==> config.mk <==
export PLATFORM = sky130hd
export DESIGN_NAME = alu_seq_driver
export DESIGN_NICKNAME = d
export VERILOG_FILES = /design/src/rtl/alu_seq_driver.sv
export SDC_FILE = /design/constraint.sdc
export NUM_CORES = 1
export LEC_CHECK = 0
export BUFFER_PORTS_ARGS = -buffer_cell sky130_fd_sc_hd__buf_4
export CAP_MARGIN = 5
export CORE_ASPECT_RATIO = 2
export CORE_UTILIZATION = 35
export DETAILED_ROUTE_END_ITERATION = 8
export PLACE_DENSITY = 0.67
export SYNTH_ARGS = -nofsm -noshare
export SYNTH_HDL_FRONTEND = slang
export SYNTH_SLANG_ARGS = --single-unit
export TNS_END_PERCENT = 50
==> constraint.sdc <==
create_clock -name clk -period 2.2 [get_ports clk]
set_clock_uncertainty 0.2 [all_clocks]
set_input_delay 0.11 -clock clk [delete_from_list [all_inputs] [get_ports clk]]
set_output_delay 0.11 -clock clk [all_outputs]
set_load 0.03 [all_outputs]
==> src/rtl/alu_seq_driver.sv <==
// Sequencer/checker for a 4-bit combinational ALU: accepts requests, drives the ALU from
// registers, captures its response a cycle later and scores it against a reference model.
module alu_seq_driver #(
    parameter int unsigned WIDTH = 4,
    parameter int unsigned CNT_W = 8
) (
    input  logic             clk,
    input  logic             reset,
    input  logic             in_valid,
    output logic             in_ready,
    input  logic [1:0]       in_op,
    input  logic [WIDTH-1:0] in_a,
    input  logic [WIDTH-1:0] in_b,
    output logic [WIDTH-1:0] alu_a,
    output logic [WIDTH-1:0] alu_b,
    output logic [1:0]       alu_op,
    input  logic [WIDTH-1:0] alu_out,
    input  logic             alu_equal,
    input  logic             alu_even,
    output logic             out_valid,
    input  logic             out_ready,
    output logic [WIDTH-1:0] out_result,
    output logic             out_equal,
    output logic             out_even,
    output logic             out_mismatch,
    input  logic             clr_err,
    output logic             err_sticky,
    output logic [CNT_W-1:0] op_count,
    output logic [CNT_W-1:0] err_count
);

    typedef enum logic [1:0] {StIdle, StIssue, StResp} state_e;

    state_e           state_q, state_d;
    logic             in_ready_q, in_ready_d;
    logic             out_valid_q, out_valid_d;
    logic [WIDTH-1:0] alu_a_q, alu_a_d;
    logic [WIDTH-1:0] alu_b_q, alu_b_d;
    logic [1:0]       alu_op_q, alu_op_d;
    logic [WIDTH-1:0] out_result_q, out_result_d;
    logic             out_equal_q, out_equal_d;
    logic             out_even_q, out_even_d;
    logic             out_mismatch_q, out_mismatch_d;
    logic             err_sticky_q, err_sticky_d;
    logic [CNT_W-1:0] op_count_q, op_count_d;
    logic [CNT_W-1:0] err_count_q, err_count_d;

    logic [WIDTH-1:0] exp_out;
    logic             exp_equal;
    logic             exp_even;
    logic             resp_mismatch;

    // Reference model works from the latched operands, which stay put until the next accept.
    always_comb begin
        exp_out = '0;
        unique case (alu_op_q)
            2'b00: exp_out = alu_a_q + alu_b_q;
            2'b01: exp_out = alu_a_q & alu_b_q;
            2'b10: exp_out = alu_a_q | alu_b_q;
            2'b11: exp_out = alu_a_q ^ alu_b_q;
        endcase
        exp_equal     = (alu_a_q == alu_b_q);
        exp_even      = ~exp_out[0];
        resp_mismatch = (alu_out != exp_out) || (alu_equal != exp_equal)
                        || (alu_even != exp_even);
    end

    always_comb begin
        state_d        = state_q;
        alu_a_d        = alu_a_q;
        alu_b_d        = alu_b_q;
        alu_op_d       = alu_op_q;
        out_result_d   = out_result_q;
        out_equal_d    = out_equal_q;
        out_even_d     = out_even_q;
        out_mismatch_d = out_mismatch_q;
        err_sticky_d   = err_sticky_q;
        op_count_d     = op_count_q;
        err_count_d    = err_count_q;

        // Clear first so a mismatch captured on the same edge overrides it.
        if (clr_err) begin
            err_sticky_d = 1'b0;
        end

        unique case (state_q)
            StIdle: begin
                if (in_valid) begin
                    alu_a_d  = in_a;
                    alu_b_d  = in_b;
                    alu_op_d = in_op;
                    state_d  = StIssue;
                end
            end
            StIssue: begin
                out_result_d   = alu_out;
                out_equal_d    = alu_equal;
                out_even_d     = alu_even;
                out_mismatch_d = resp_mismatch;
                if (resp_mismatch) begin
                    err_sticky_d = 1'b1;
                end
                state_d = StResp;
            end
            StResp: begin
                if (out_ready) begin
                    op_count_d = op_count_q + CNT_W'(1);
                    if (out_mismatch_q && (err_count_q != {CNT_W{1'b1}})) begin
                        err_count_d = err_count_q + CNT_W'(1);
                    end
                    state_d = StIdle;
                end
            end
            default: state_d = StIdle;
        endcase

        in_ready_d  = (state_d == StIdle);
        out_valid_d = (state_d == StResp);
    end

    always_ff @(posedge clk) begin
        if (reset) begin
            state_q        <= StIdle;
            in_ready_q     <= 1'b1;
            out_valid_q    <= 1'b0;
            alu_a_q        <= '0;
            alu_b_q        <= '0;
            alu_op_q       <= '0;
            out_result_q   <= '0;
            out_equal_q    <= 1'b0;
            out_even_q     <= 1'b0;
            out_mismatch_q <= 1'b0;
            err_sticky_q   <= 1'b0;
            op_count_q     <= '0;
            err_count_q    <= '0;
        end else begin
            state_q        <= state_d;
            in_ready_q     <= in_ready_d;
            out_valid_q    <= out_valid_d;
            alu_a_q        <= alu_a_d;
            alu_b_q        <= alu_b_d;
            alu_op_q       <= alu_op_d;
            out_result_q   <= out_result_d;
            out_equal_q    <= out_equal_d;
            out_even_q     <= out_even_d;
            out_mismatch_q <= out_mismatch_d;
            err_sticky_q   <= err_sticky_d;
            op_count_q     <= op_count_d;
            err_count_q    <= err_count_d;
        end
    end

    assign in_ready     = in_ready_q;
    assign out_valid    = out_valid_q;
    assign alu_a        = alu_a_q;
    assign alu_b        = alu_b_q;
    assign alu_op       = alu_op_q;
    assign out_result   = out_result_q;
    assign out_equal    = out_equal_q;
    assign out_even     = out_even_q;
    assign out_mismatch = out_mismatch_q;
    assign err_sticky   = err_sticky_q;
    assign op_count     = op_count_q;
    assign err_count    = err_count_q;

endmodule
==> metrics.yaml <==
global_route:
  grt_pass1_vias: 1757
  grt_pass1_wl_mm: 7.527
  grt_start_max_net_pins: 38
  overflow: 0
  antenna_found_initial: 0
  track_usage_pct: 18.15
floorplan:
  die_height_um: 104.2
  start_util_pct: 36.89
  die_x_um: 53.10
  rows: 36
  dieArea_um2: 5533
  io_pins: 57
  core-area_um2: 4955
logic_synthesis:
  synth_top_area_share_pct: 41.62
  synth_seq_area_share_pct: 41.62
  syn_avg_cell_area_um2: 8.424
  netlist_instances: 217
  synth_flop_cell: "dfxtp_1"
  synth_area_um2: 1828
  synth_top_cell_by_area: "dfxtp_1"
  yosys_warnings: 0
  yosysUniqueCellTypes: 38
  synth_edf_count: 0
  synth-async-reset-ratio_pct: 0
  synth-seq-cells: 38
  syn_nets: 249
  synthTopCellsByArea: "dfxtp_1 42%, nand2_1 8.6%, ha_1 6.8%, a21oi_1 6.0%, xor2_1 4.8%"
critical_path:
  worst-path-buf-inv: 0
  critPathSlowestCell: "mux4_2"
  worstPathCellList: "ha_4 -> fa_2 -> xor2_1 -> mux4_2 -> xor2_2 -> a2111oi_2 -> nor3_1"
  startpoint: "alu_a[0]"
  r2r_start: "alu_a[0]"
  cp-start-kind: "flip-flop"
  crit_type: "flip-flop to flip-flop"
  crit_required_ns: 2.17
  critPathCaptureType: "flip-flop"
  critPathTopFamily: "multiplexers"
  cp_max_fo: 2
  crit_arrival_ns: 2.42
  slowest_delay_ns: 0.51
power_and_ir_drop:
  max-vdd-ir-drop_uv: 480.2
  pwr_density_cell_nw_per_um2: 614.1
  p_leak_nw: 1.195
hold_path:
  hold_start: "reset"
  hp-class: "primary input to flip-flop"
sta:
  fmax_mhz: 408.9
  layout_setup_ws_ns: -0.2457
  tns_ns: -0.4593
  hold_viol: 0
  finalCritPeriodShare_pct: 111.2
  setup_violations: 2
  grt_setup_unrepaired: "yes"
  tightest_slew_ns: 0.5157
  slew_headroom_pct: 65.55
  maxSlewViolCount: 0
  min_period_ns: 2.446
clocking:
  insertion_delay_ns: 0.29
  cts_max_level: 2
  clkSinkCount: 38
  clk_pin_slew_ns: 0.08
  cts_buffer_depth: 2
  numCtsBuffers: 5
  cts_root_buf: "clkbuf_8"
  cts_tree: "built"
placed_design:
  place_congestion: 0.8169
  place_ws_ns: -0.3747
  io_buffers: 56
  place_hpwl_mm: 3.277
run_status:
  violations: "setup timing"
  status: "finished, violations left"
finish:
  drive_above_1_share_pct: 30.10
  nNetsFinal: 330
  syn_to_final_growth_pct: 47.36
  n_antenna_cell: 0
routing:
  drc: 0
  ant_nets: 0
  drtIter0Drc: 27
  finalWirelength_mm: 4.578
  wire_per_inst_um: 12.86
  vias: 1709
  dr.pass1.iters: 4
  viasPerCell: 4.801
job:
  max_cap_viol_count: 0
==> worst paths after layout <==
path            endpoint  slack (ns)  cells after the start
max           err_sticky       -0.25                      7
min          op_count[0]        0.02                      2
max reg2reg   err_sticky       -0.25                      7
min reg2reg     out_even        0.26                      2
==> state kept, by name (all words and copies together) (netlist names), 2 cells and up <==
register,flops
out_result,4
alu_a,4
state_q,2
alu_op,2
alu_b,4
op_count,8
err_count,8
==> synthesized netlist by cell type (2+ instances only) <==
cell type,count
a2111oi_0,2
a21o_1,2
a21oi_1,22
buf_2,2
clkbuf_1,7
dfxtp_1,38
ha_1,10
inv_1,13
mux2i_1,2
nand2_1,42
nand3_1,5
nand4_1,3
nor2_1,21
nor2b_1,3
nor3_1,4
nor4_1,3
o211a_1,2
xnor2_1,7
xor2_1,10
==> area by class of cell <==
type                       instances  area, um^2
clock buffer                       5       68.82
clock inverter                     3       43.79
fill                             492        2261
inverter                          13       48.80
multi-input combinational        155        1006
sequential                        38       772.0
tap                               57       71.32
timing repair buffer              85       683.2
==> metrics by stage <==
stage	power (mW)	cell area, um^2	utilization [%]	hold WS, ns	cells
after CTS	1.670	2686	54.22	0.01741	356
after global routing	1.738	2694	54.37	0.04474	356
after floorplan	0.9252	1848	-	0.03562	217
after global placement	1.032	2371	47.85	0.1570	330
final	1.654	2694	54.37	0.01571	356
after detailed placement	1.037	2371	47.85	0.1662	330
==> power breakdown <==
group          total (mW)  internal, mW  switching, mW
Sequential          0.736         0.713         0.0225
Clock               0.596         0.338          0.258
Combinational       0.323         0.151          0.172
Total                1.65          1.20          0.452
==> per-layer routing <==
metal	global-route usage, %	routed length (um)
met3	3.070	143
met1	17.93	1717
met5	0	0
met2	34.63	2650
met4	6.767	67
==> kinds of logic after synthesis <==
family | Yosys count | synth area share (%)
XOR/XNOR | 17 | 8.145
flip-flops | 38 | 41.62
buffers and inverters | 24 | 5.476
multiplexers | 4 | 3.765
AO/OA/AOI/OAI | 34 | 11.36
AND/OR/NAND/NOR | 89 | 21.70
adder cells (fa/ha/maj) | 11 | 7.940
==> repair_timing <==
item | CTS | global route
setup endpoints to repair | 2 | 2
setup buffers | 0 | 0
resized for setup | 6 | 1
hold endpoints to repair | 19 | 0
hold buffers | 18 | 0
pin swaps | 2 | 0
==> placed cells by master (no fill, tap or decap), types with 4 or more instances in the layout <==
| master | Yosys | routed |
|---|---|---|
| a21oi_1 | 22 | 22 |
| dlygate4sd3_1 | 0 | 18 |
| ha_1 | 10 | 9 |
| nand2_1 | 42 | 42 |
| dfxtp_1 | 38 | 33 |
| nor3_1 | 4 | 4 |
| xor2_1 | 10 | 9 |
| xnor2_1 | 7 | 6 |
| buf_4 | 0 | 67 |
| nor2_1 | 21 | 21 |
| clkbuf_8 | 0 | 5 |
| nand3_1 | 5 | 5 |
| inv_1 | 13 | 13 |
Power figures use the tool's default switching activity.
